### src/rtl/dff_mon_pkg.sv
// Shared types and constants for the D flip-flop response monitor.
// Holds the FSM state encoding, default counter width and the warm-up clamp.
package dff_mon_pkg;

    localparam int CNT_W_DEF = 16;

    typedef enum logic [1:0] {
        IDLE,
        WARMUP,
        CHECK,
        FAIL
    } state_t;

    function automatic int clamp_warmup(input int w);
        return (w < 1) ? 1 : w;
    endfunction

endpackage

### src/rtl/dff_response_monitor_if.sv
// Observation and verdict bundle between a flop under test and its monitor.
// Optional first-error capture signals exist only with DFF_MON_FIRST_ERR_EN.
interface dff_response_monitor_if
    import dff_mon_pkg::*;
#(
    parameter int CNT_W = CNT_W_DEF
);
    logic             en;
    logic             clr;
    logic             d_obs;
    logic             q_obs;
    logic             qbar_obs;
    logic             checking;
    logic             err_pulse;
    logic             fail;
    logic [CNT_W-1:0] checks;
    logic [CNT_W-1:0] errors;
`ifdef DFF_MON_FIRST_ERR_EN
    logic [CNT_W-1:0] first_err_at;
    logic             first_err_valid;

    modport master (
        output en, clr, d_obs, q_obs, qbar_obs,
        input  checking, err_pulse, fail, checks, errors, first_err_at, first_err_valid
    );
    modport slave (
        input  en, clr, d_obs, q_obs, qbar_obs,
        output checking, err_pulse, fail, checks, errors, first_err_at, first_err_valid
    );
`else
    modport master (
        output en, clr, d_obs, q_obs, qbar_obs,
        input  checking, err_pulse, fail, checks, errors
    );
    modport slave (
        input  en, clr, d_obs, q_obs, qbar_obs,
        output checking, err_pulse, fail, checks, errors
    );
`endif

endinterface

### src/rtl/dff_response_monitor_sat_counter.sv
// Saturating up-counter with synchronous clear; registered, holds at all-ones.
// Clear wins over increment.
module sat_counter #(
    parameter int W = 16
) (
    input  logic         clk,
    input  logic         rst_n,
    input  logic         clr,
    input  logic         inc,
    output logic [W-1:0] cnt
);

    always_ff @(posedge clk or negedge rst_n) begin
        if (!rst_n) begin
            cnt <= '0;
        end else if (clr) begin
            cnt <= '0;
        end else if (inc && (cnt != {W{1'b1}})) begin
            cnt <= cnt + 1'b1;
        end
    end

endmodule

### src/rtl/dff_response_monitor.sv
// Checks a single-bit DFF: Q against D of the previous edge, Qbar against ~Q; all outputs registered.
// Optional first-error index capture under DFF_MON_FIRST_ERR_EN. No backpressure.
module dff_response_monitor
    import dff_mon_pkg::*;
#(
    parameter int CNT_W  = CNT_W_DEF,
    parameter int WARMUP = 2
) (
    input  logic                    clk,
    input  logic                    rst_n,
    dff_response_monitor_if.slave   mon
);

    localparam int WARM = clamp_warmup(WARMUP);
    localparam int WC_W = $clog2(WARM + 1);

    state_t            state, state_nxt;
    logic              exp_q, exp_nxt;
    logic [WC_W-1:0]   wcnt, wcnt_nxt;
    logic              chk_en;
    logic              mismatch;
    logic              err_pulse_q;
    logic              fail_q;
    logic [CNT_W-1:0]  checks_q;
    logic [CNT_W-1:0]  errors_q;

    assign mismatch = (mon.q_obs != exp_q) | (mon.qbar_obs != ~mon.q_obs);

    always_comb begin
        state_nxt = state;
        exp_nxt   = exp_q;
        wcnt_nxt  = wcnt;
        chk_en    = 1'b0;
        if (!mon.en) begin
            state_nxt = IDLE;
            exp_nxt   = 1'b0;
            wcnt_nxt  = '0;
        end else begin
            case (state)
                IDLE: begin
                    // The enabling edge itself is the first warm-up cycle.
                    exp_nxt   = mon.d_obs;
                    wcnt_nxt  = '0;
                    state_nxt = (WARM == 1) ? CHECK : dff_mon_pkg::WARMUP;
                end
                dff_mon_pkg::WARMUP: begin
                    exp_nxt  = mon.d_obs;
                    wcnt_nxt = wcnt + 1'b1;
                    if (int'(wcnt) + 2 >= WARM) begin
                        state_nxt = CHECK;
                    end
                end
                CHECK: begin
                    chk_en  = 1'b1;
                    exp_nxt = mon.d_obs;
                    if (mismatch) begin
                        state_nxt = FAIL;
                    end
                end
                FAIL: begin
                    chk_en  = 1'b1;
                    exp_nxt = mon.d_obs;
                end
                default: begin
                    state_nxt = IDLE;
                end
            endcase
        end
    end

    always_ff @(posedge clk or negedge rst_n) begin
        if (!rst_n) begin
            state       <= IDLE;
            exp_q       <= 1'b0;
            wcnt        <= '0;
            err_pulse_q <= 1'b0;
            fail_q      <= 1'b0;
        end else if (mon.clr) begin
            state       <= IDLE;
            exp_q       <= 1'b0;
            wcnt        <= '0;
            err_pulse_q <= 1'b0;
            fail_q      <= 1'b0;
        end else begin
            state       <= state_nxt;
            exp_q       <= exp_nxt;
            wcnt        <= wcnt_nxt;
            err_pulse_q <= chk_en & mismatch;
            if (chk_en & mismatch) begin
                fail_q <= 1'b1;
            end
        end
    end

    // errors only increments alongside checks, so errors <= checks even at saturation.
    sat_counter #(.W(CNT_W)) u_checks (
        .clk   (clk),
        .rst_n (rst_n),
        .clr   (mon.clr),
        .inc   (chk_en),
        .cnt   (checks_q)
    );

    sat_counter #(.W(CNT_W)) u_errors (
        .clk   (clk),
        .rst_n (rst_n),
        .clr   (mon.clr),
        .inc   (chk_en & mismatch),
        .cnt   (errors_q)
    );

    assign mon.checking  = (state == CHECK) || (state == FAIL);
    assign mon.err_pulse = err_pulse_q;
    assign mon.fail      = fail_q;
    assign mon.checks    = checks_q;
    assign mon.errors    = errors_q;

`ifdef DFF_MON_FIRST_ERR_EN
    logic [CNT_W-1:0] fe_at;
    logic             fe_vld;

    always_ff @(posedge clk or negedge rst_n) begin
        if (!rst_n) begin
            fe_at  <= '0;
            fe_vld <= 1'b0;
        end else if (mon.clr) begin
            fe_at  <= '0;
            fe_vld <= 1'b0;
        end else if (chk_en && mismatch && !fe_vld) begin
            fe_at  <= checks_q;
            fe_vld <= 1'b1;
        end
    end

    assign mon.first_err_at    = fe_at;
    assign mon.first_err_valid = fe_vld;
`endif

endmodule
### src/flat_wrapper.sv
// flat-port wrapper written by rule: the top's interface ports become plain ports
module dff_response_monitor_flat import dff_mon_pkg::*;
#(
    parameter int CNT_W  = CNT_W_DEF,
    parameter int WARMUP = 2
)
  (clk, rst_n, mon_en, mon_clr, mon_d_obs, mon_q_obs, mon_qbar_obs, mon_checking, mon_err_pulse, mon_fail, mon_checks, mon_errors);
  dff_response_monitor_if #(.CNT_W(CNT_W)) mon_i ();
  input  logic clk;
  input  logic rst_n;
  input wire logic [$bits(mon_i.en)-1:0] mon_en;
  input wire logic [$bits(mon_i.clr)-1:0] mon_clr;
  input wire logic [$bits(mon_i.d_obs)-1:0] mon_d_obs;
  input wire logic [$bits(mon_i.q_obs)-1:0] mon_q_obs;
  input wire logic [$bits(mon_i.qbar_obs)-1:0] mon_qbar_obs;
  output wire logic [$bits(mon_i.checking)-1:0] mon_checking;
  output wire logic [$bits(mon_i.err_pulse)-1:0] mon_err_pulse;
  output wire logic [$bits(mon_i.fail)-1:0] mon_fail;
  output wire logic [$bits(mon_i.checks)-1:0] mon_checks;
  output wire logic [$bits(mon_i.errors)-1:0] mon_errors;
  assign mon_i.en = mon_en;
  assign mon_i.clr = mon_clr;
  assign mon_i.d_obs = mon_d_obs;
  assign mon_i.q_obs = mon_q_obs;
  assign mon_i.qbar_obs = mon_qbar_obs;
  assign mon_checking = mon_i.checking;
  assign mon_err_pulse = mon_i.err_pulse;
  assign mon_fail = mon_i.fail;
  assign mon_checks = mon_i.checks;
  assign mon_errors = mon_i.errors;
  dff_response_monitor #(.CNT_W(CNT_W), .WARMUP(WARMUP)) u_core (.clk(clk), .rst_n(rst_n), .mon(mon_i));
endmodule
### config.mk
export PLATFORM = sky130hd
export DESIGN_NAME = dff_response_monitor_flat
export DESIGN_NICKNAME = d
export VERILOG_FILES = /design/src/rtl/dff_mon_pkg.sv /design/src/rtl/dff_response_monitor_if.sv /design/src/rtl/dff_response_monitor_sat_counter.sv /design/src/rtl/dff_response_monitor.sv /design/src/flat_wrapper.sv
export SDC_FILE = /design/constraint.sdc
export NUM_CORES = 1
export LEC_CHECK = 0
export CAP_MARGIN = 15
export CELL_PAD_IN_SITES_DETAIL_PLACEMENT = 1
export CELL_PAD_IN_SITES_GLOBAL_PLACEMENT = 1
export CORE_UTILIZATION = 36
export DETAILED_ROUTE_END_ITERATION = 12
export PLACE_DENSITY = 0.84
export SLEW_MARGIN = 20
export SYNTH_ARGS = -nofsm -noshare
export SYNTH_HDL_FRONTEND = slang
export SYNTH_SLANG_ARGS = --single-unit
### constraint.sdc
create_clock -name clk -period 3.8 [get_ports clk]
set_clock_uncertainty 0.15 [all_clocks]
set_input_delay 0.76 -clock clk [delete_from_list [all_inputs] [get_ports clk]]
set_output_delay 0.76 -clock clk [all_outputs]
set_load 0.005 [all_outputs]
==> out/results.tsv <==
metric	value	unit
status	finished clean	
path_class	flop to output pin	
die_h	79.70	µm
async_flop_share	100.0	%
wire_per_inst	16.26	µm
setup_tns	0	ns
clk_latency	0.30	ns
clock-sinks	37	
start_util	38.29	%
dieArea	0.006352	mm²
grt_remaining_overflow	0	
finalSetupViolations	0	
via_count	2038	
finalMaxSlewViolations	0	
critical_path_arrival	1.89	ns
grt_pass1_vias	2026	
whs_path_depth	2	
leakagePower	0.001070	µW
port_buffers	41	
cpMaxStageDelayCell	clkdlybuf4s50_1	
core-area	0.005675	mm²
hold_viol	0	
gp_congestion	0.8401	
cts_resized	0	
antenna_left	0	
ir_worst_vdd	0.0001329	V
path_delay_family	buffers and inverters	
place_area	0.002649	mm²
syn2layout_area_growth	27.17	%
final_area	0.002764	mm²
fin_crit_sh	73.77	%
num_antenna_cells	0	
cp_cell_sequence	inv_1 > ha_1 > or2_2 > clkdlybuf4s50_1	
startpoint	u_core.state[0]$_DFFE_PN0P_	
slew_headroom	43.38	%
cts_buffers	5	
rrSetupSlack	1.35	ns
place_hpwl	3851	µm
grt_pass1_wl	9646	µm
maxCapViolCount	0	
post-cts-setup-buffers	0	
synth_edf_count	0	
root_buffer	clkbuf_8	
hp-class	flop to flop	
syn_avg_cell_area	9.328	µm²
ys_ff_latch	37	
timing.rr.start	u_core.u_errors.cnt[0]$_DFFE_PN0P_	
ff2ff_path_depth	5	
holdPathEnd	u_core.mon.fail$_DFFE_PN0P_	
period_minus_slack	2.803	ns
ys_seq_area_share	42.60	%
synth_cell_type_count	38	
netlist_area	0.002173	mm²
fmax	0.3567	GHz
powerDensity	291.8	mW/mm²
io_pins	42	
wl	5657	µm
vias_per_cell	5.856	
clk_path_buf_depth	2	
num_rows	27	
crit_fanout	8	
crit_buf_inv	2	
drc	0	
ctsHoldBuffers	0	
htree_levels	2	
grt.total_usage	19.21	%
ys.flop_type	dfrtp_1	
required	2.89	ns
critical_path.max_stage_delay	0.45	ns
max_slew.worst_pin.slew	0.8493	ns
grt_start_max_net_pins	45	
worstSetupEndpointType	output pin	
synthCells	233	
antenna_found_initial	0	
drtIter0Drc	65	
die_w	79.70	µm
rsz0062_at_grt	no	
drive_gt1_share	7.246	%
fin_nets	288	
cts.clk_slew.worst_paths	0.08	ns
critPathLaunchType	flop	
ys_warn_count	0	
r2r_end	u_core.u_errors.cnt[11]$_DFFE_PN0P_	
drt_first_pass_iters	4	
hold_path.startpoint	u_core.mon.fail$_DFFE_PN0P_	
cts_tree	built	
synth_fp_nets	246	
-- worst min-delay path: stages (launching register included) --
cell and delay, ns:
dfrtp_1 0.39, inv_1 0.05, a21oi_1 0.06
-- placed cells by master (no fill, tap or decap), drive strengths merged, types with 2 or more instances in the layout --
cell	n
a21oi	19
a31oi	2
and3	5
and4	3
buf	3
clkbuf	5
clkdlybuf4s50	40
dfrtp	37
ha	6
inv	11
mux2	11
nand2	12
nand3	14
nand4	9
nor2	14
nor2b	10
nor3	6
nor4	12
nor4b	2
o2111ai	2
o21ai	12
o31a	2
o31ai	7
o41ai	2
or2	2
or3	10
or3b	2
or4	7
-- synth_stat cells, types with 3 or more instances --
master / count / area (µm²)
dfrtp_1: 37 / 925.9
a21oi_1: 19 / 95.09
nand3_1: 14 / 70.07
nor2_1: 14 / 52.55
nand2_1: 12 / 45.04
o21ai_0: 12 / 60.06
inv_1: 11 / 41.29
nor2b_1: 10 / 62.56
nor4_1: 10 / 62.56
or3_1: 10 / 62.56
mux2_1: 8 / 90.09
nand4_1: 7 / 43.79
o31ai_1: 7 / 52.55
or4_1: 7 / 52.55
ha_1: 6 / 75.07
nor3_1: 6 / 30.03
and3_1: 5 / 31.28
buf_2: 4 / 20.02
clkbuf_1: 4 / 15.01
and4_1: 3 / 26.28
mux2_2: 3 / 33.78
-- sequential cells by signal (all words and copies together) (netlist names) --
register and cells:
u_core.u_checks.cnt 16, u_core.mon.fail 1, u_core.mon.err_pulse 1, u_core.exp_q 1
u_core.state 2, u_core.u_errors.cnt 16
-- final cells by class --
class	count	area, µm²
Clock buffer	5	68.82
Fill cell	673	2912
Sequential cell	37	925.9
Timing Repair Buffer	43	420.4
Inverter	11	41.29
Clock inverter	3	46.29
Multi-Input combinational cell	177	1171
Tap cell	72	90.09
-- stage by stage --
stage                     power, µW  cells  setup slack [ns]  hold WS, ns  utilization (%)
after detailed placement      459.6    340            0.8585       0.3790            46.67
after CTS                     819.5    348            0.9931       0.3923            48.70
after global placement        457.0    340            0.9768       0.3653            46.67
final                         806.6    348            0.9969       0.3879            48.70
after floorplan               432.9    233             1.577       0.3144                -
after global routing          839.8    348            0.9044       0.4165            48.70
-- logic make-up after synthesis --
kind of cell	Yosys count	synth area share [%]
adders and majority gates	6	3.454
muxes	12	6.160
AOI/OAI and AO/OA	50	14.22
DFF	37	42.60
and+or+nand+nor	109	30.05
buffers and inverters	19	3.512
-- layer usage --
layer	track usage, %	wire [µm]	up-vias
li1	-	-	972
met1	24.82	2680	1027
met2	32.82	2784	34
met3	3.429	152	5
met4	4.909	39	0
met5	0	0	-
-- worst max path at each step --
stage	endpoint	cells past startpoint	slack, ns
after floorplan	u_core.u_errors.cnt[10]$_DFFE_PN0P_	5	1.58
after global placement	u_core.u_errors.cnt[6]$_DFFE_PN0P_	6	0.98
after detailed placement	u_core.u_errors.cnt[14]$_DFFE_PN0P_	6	0.86
after CTS	mon_checking	4	0.99
after global routing	mon_checking	4	0.90
final	mon_checking	4	1.0
-- power by group --
part / internal (µW) / switching, µW / leakage [µW]
sequential: 396 / 3.22 / 0.000516
clock: 197 / 160 / 0.0000543
combinational: 20.2 / 30.9 / 0.000500
total: 613 / 194 / 0.00107
Power figures use the tool's default switching activity.
